$ cat config.mk
export PLATFORM = sky130hd
export DESIGN_NAME = stream_to_hs_adapter
export DESIGN_NICKNAME = d
export VERILOG_FILES = /design/src/rtl/stream_to_hs_adapter.sv
export SDC_FILE = /design/constraint.sdc
export NUM_CORES = 1
export LEC_CHECK = 0
export CAP_MARGIN = 5
export CORE_MARGIN = 8
export CORE_UTILIZATION = 54
export DETAILED_ROUTE_END_ITERATION = 6
export GPL_TIMING_DRIVEN = 0
export PLACE_DENSITY = 0.85
export SLEW_MARGIN = 20
export SYNTH_ARGS = -nofsm -noshare
export SYNTH_HDL_FRONTEND = slang
export SYNTH_SLANG_ARGS = --single-unit
$ cat constraint.sdc
create_clock -name aclk -period 22.1 [get_ports aclk]
set_clock_uncertainty 0.2 [all_clocks]
set_input_delay 3.315 -clock aclk [delete_from_list [all_inputs] [get_ports aclk]]
set_output_delay 3.315 -clock aclk [all_outputs]
set_load 0.005 [all_outputs]
$ cat src/rtl/stream_to_hs_adapter.sv
// AXI-Stream receive side: filters packets by first-beat TID, buffers accepted beats
// in a small FIFO and presents the head to the HLS core as a 68-bit ap_hs word.
module stream_to_hs_adapter #(
  parameter int DEPTH     = 2,
  parameter int TID_WIDTH = 4,
  parameter int ACCID     = 0,
  parameter int CHECK_TID = 1
) (
  input  logic                 aclk,
  input  logic                 aresetn,
  input  logic [63:0]          inStream_tdata,
  input  logic [2:0]           inStream_tdest,
  input  logic [TID_WIDTH-1:0] inStream_tid,
  input  logic                 inStream_tlast,
  input  logic                 inStream_tvalid,
  output logic                 inStream_tready,
  output logic [67:0]          out_hs,
  output logic                 out_hs_ap_vld,
  input  logic                 out_hs_ap_ack,
  output logic [15:0]          drop_count,
  output logic                 tid_error
);

  localparam int AW = (DEPTH > 1) ? $clog2(DEPTH) : 1;
  localparam logic [AW:0] FULL = (AW+1)'(DEPTH);
  localparam logic [TID_WIDTH-1:0] ACC_TID = TID_WIDTH'(ACCID);

  typedef enum logic {PASS = 1'b0, DROP = 1'b1} state_t;

  logic [67:0]   mem [DEPTH];
  logic [AW-1:0] wr_ptr;
  logic [AW-1:0] rd_ptr;
  logic [AW:0]   count;
  state_t        state;
  logic          in_pkt;

  logic accept;
  logic tid_bad;
  logic drop_beat;
  logic push;
  logic pop;

  // Handshake: a beat transfers on tvalid&&tready; the head is consumed on ap_vld&&ap_ack.
  // tready never looks at tvalid, and while dropping it ignores FIFO occupancy.
  assign inStream_tready = aresetn && ((count < FULL) || (state == DROP));
  assign accept          = inStream_tvalid && inStream_tready;
  assign tid_bad         = (CHECK_TID != 0) && (inStream_tid != ACC_TID);
  assign drop_beat       = accept && ((state == DROP) || (!in_pkt && tid_bad));
  assign push            = accept && !drop_beat;
  assign pop             = out_hs_ap_vld && out_hs_ap_ack;

  assign out_hs        = mem[rd_ptr];
  assign out_hs_ap_vld = (count != '0);

  always_ff @(posedge aclk) begin
    if (!aresetn) begin
      for (int i = 0; i < DEPTH; i++) mem[i] <= '0;
      wr_ptr     <= '0;
      rd_ptr     <= '0;
      count      <= '0;
      state      <= PASS;
      in_pkt     <= 1'b0;
      drop_count <= '0;
      tid_error  <= 1'b0;
    end else begin
      if (push) begin
        mem[wr_ptr] <= {inStream_tdata, inStream_tdest, inStream_tlast};
        wr_ptr      <= wr_ptr + AW'(1);
      end
      if (pop) rd_ptr <= rd_ptr + AW'(1);

      case ({push, pop})
        2'b10:   count <= count + (AW+1)'(1);
        2'b01:   count <= count - (AW+1)'(1);
        default: count <= count;
      endcase

      if (accept) in_pkt <= !inStream_tlast;

      // Only a mismatched first beat that is not also the last beat opens a drop window.
      case (state)
        PASS:    if (drop_beat && !inStream_tlast) state <= DROP;
        DROP:    if (accept && inStream_tlast) state <= PASS;
        default: state <= PASS;
      endcase

      if (drop_beat) begin
        tid_error <= 1'b1;
        if (drop_count != 16'hFFFF) drop_count <= drop_count + 16'd1;
      end
    end
  end

endmodule
==> results.md <==
* Mux share of post-synthesis cell area at 12.5%
* Die width at 130 um
* Slew Viols, Final at 0
* Critical Path AT at 5610 ps
* Largest net degree at the start of global routing at 22
* Hold crit path type: register to register
* Register share of total power at 48.8%
* RSZ-0062 raised after global routing: false
* Worst hold endpoint: drop_count[15]
* Die height at 130 um
* Max IR drop VDD at 0.0524 mV
* Share of the synthesized area in the top cell type at 58.2%
* EDFF count, synth at 136
* DRC at 0
* TritonCTS buffer count at 17
* Sw Pwr at 0.000149 W
* R2R Setup Slk at 19650 ps
* Critical path buffers and inverters at 4
* Syn Std Cell Area at 7020 um^2
* Fraction of layout instances using a drive strength above 1 at 17.2%
* Setup TNS at 0 ps
* Site Rows at 41
* Cells on worst reg2reg path at 6
* WHS at 301 ps
* Total die area at 16900 um^2
* Final instance area at 9630 um^2
* Register area at 4560 um^2
* Initial antenna violation count at 0
* Antenna Nets Post-Route at 0
* Post-CTS setup buffers at 0
* Vias per Instance at 5.18
* Flops & latches, synth at 160
* Adder-cell share of the synthesized area at 0.356%
* Slew HR at 47.7%
* Overflow after GRT at 0
* Largest area contributor in the netlist: edfxtp_1
* Clock root buffer: clkbuf_16
* Fillers at 803
* Mapped Nets at 575
* Post-synth ARST share at 0%
* Synth top area cells: edfxtp_1, and2_1, mux2_2, dfxtp_1, mux2i_1
* Detailed Place HPWL at 11.7 mm
* Post-synthesis simple-gate area fraction at 18.3%
* Synthesis-to-finish area growth at 37.2%
* Worst reg2reg endpoint: drop_count[4]
* Detailed-route via count at 4511
* Vias in the first global route at 4795
* Most frequent cells in the layout: clkdlybuf4s50_1, and2_1, edfxtp_1
* Starting Density at 55.4%
* Combinational share of power at 11.8%
* Min Tclk post-route at 9120 ps
* CP top delay family: buffers and inverters
* Max-cap violations at 0
* Post-DP Area at 9080 um^2
* CP Launch Type: input pin
* # setup viols final at 0
* Crit-path max FO at 10
* Sequential share of the synthesized area at 65.0%
* CP Launch Point: aresetn
* Post-synth cell types at 39
* Compound-cell area share of the yosys netlist at 1.28%
* HP Start: drop_count[15]
* CP Capture Type: output port
* RR Startpoint: drop_count[0]
* Clock-pin slew on the worst setup and hold paths at 60 ps
* Internal power at 0.000556 W
* Ys Warns at 0
* CTS Sinks at 160
* Clock Tree Buf Depth at 2
* Data required, critical path at 18590 ps
* DR WL/cell at 18.5 um
* Syn Inst Count at 497
* Clock share of power at 39.4%
* Core Box Area at 12700 um^2
* CP Class: input pin to output port
* Worst-Margin Slew at 779 ps
* Total track usage at 19.8%
* H-Tree Depth at 4
* Leakage at 3.60 nW
* Worst Hold Depth at 2
* ANT cells at 0
* Critical-path cell list: clkdlybuf4s50_1 -> clkbuf_1 -> clkbuf_1 -> and2_1 -> clkdlybuf4s50_1
* Final Util at 76.0%
* Post-CTS sizing at 0
* I/O Pins at 163
* Detailed Route WL at 16.1 mm
* Commonest non-fill, non-tap cell in the layout: clkdlybuf4s50_1
* Routability Congestion at 0.872
* 1st-pass router iterations at 4
* PortBufs at 162
* Final hold violation count at 0
* Post-synthesis xor/xnor area fraction at 0.998%
* Top_reg_cell synth: edfxtp_1
* Clk Latency, worst-skew pair at 410 ps
* Power Dens Cells at 73.2 nW/um^2
* Achievable frequency at 110 MHz
* CTS Hold Bufs at 0
* CTS tree: built
* Final period util at 41.3%
* Nets at 764
* Synthesized area per cell at 14.1 um^2
* Multi-input logic area at 2370 um^2
* Status: finished clean
* 1st-iter DRT viols at 275
* Global-route wire length before repair at 25.1 mm
* Combinational family with the most area after synthesis: simple AND/OR/NAND/NOR gates
* Switch share at 21.1%
* Slowest-stage cell, CP: clkdlybuf4s50_1
* Max incr delay on CP at 650 ps
## cells in the mapped netlist, types with 3 or more instances
library cell and count:
nand2b_1 5, o21ai_0 3, and3_1 3, xnor2_1 4, nand3_1 5, buf_1 5, nor2b_1 3, o21a_1 3
clkbuf_2 5, xor2_1 4, a21boi_0 3, dfxtp_1 24, nor4_1 3, nor2_1 3, nand2_1 16, mux2i_1 11
nand4_1 7, nor3_1 5, and2_1 145, edfxtp_1 136, clkbuf_1 15, mux2_2 68
## cells by family (layout without fill, tap and decap cells)
logic type,after synthesis,count (layout)
buffers and inverters,28,230
adder cells (fa/ha/maj),2,2
flip-flops,160,160
multiplexers,79,79
AND/OR/NAND/NOR,208,208
AO/OA/AOI/OAI,12,12
XOR/XNOR,8,8
## area by class of cell
class,instances,area share [%]
Clock inverter,11,1.21
Buffer,26,1.09
Tap cell,172,2.23
Inverter,2,0.0779
Clock buffer,21,4.57
Timing Repair Buffer,170,18.9
Sequential cell,160,47.4
Multi-Input combinational cell,309,24.6
## worst max-delay path by stage
stage | endpoint | slack [ps] | cells after the start
CTS | inStream_tready | 12980 | 5
floorplan | mem[0][0] | 12290 | 4
global placement | mem[0][17] | 9050 | 5
global route | inStream_tready | 12870 | 5
finish | inStream_tready | 12980 | 5
detailed placement | inStream_tready | 13020 | 5
## worst reg2reg max path: cells and delay by family (launching register included)
kind	cells	cell delay, ps
and+or+nand+nor	4	1230
DFF	1	450
adders and majority gates	1	280
muxes	1	210
## through the flow
stage                     setup slack, ps  cells  total power (W)
after floorplan                     12290    497         0.000383
after global placement               9050    831         0.000431
after detailed placement            13020    839         0.000434
after CTS                           12980    871         0.000708
after global routing                12870    871         0.000728
final                               12980    871         0.000705
## registers in the layout (all words and copies together) (netlist names), named ones only
name,cells
count,2
drop_count,16
wr_ptr,1
rd_ptr,1
mem,136
tid_error,1
in_pkt,1
state,1
## metal layers
layer  vias up  GRT usage [%]  wire length [um]
met4         0           8.95               381
met1      2183           21.9              6280
met5         -              0                 0
met3        28           5.51               853
met2       143           34.9              8590
li1       2157              -                 -
## power by group through the flow
stage	combinational, W	clock (W)	sequential [W]
5_1_grt	0.0000893	0.000293	0.000345
4_1_cts	0.0000848	0.000279	0.000344
3_3_place_gp	0.0000771	0	0.000354
2_1_floorplan	0.0000315	0	0.000352
6_report	0.0000833	0.000278	0.000344
3_5_place_dp	0.0000838	0	0.000351
Note: power is estimated with default switching activity, not from simulation.
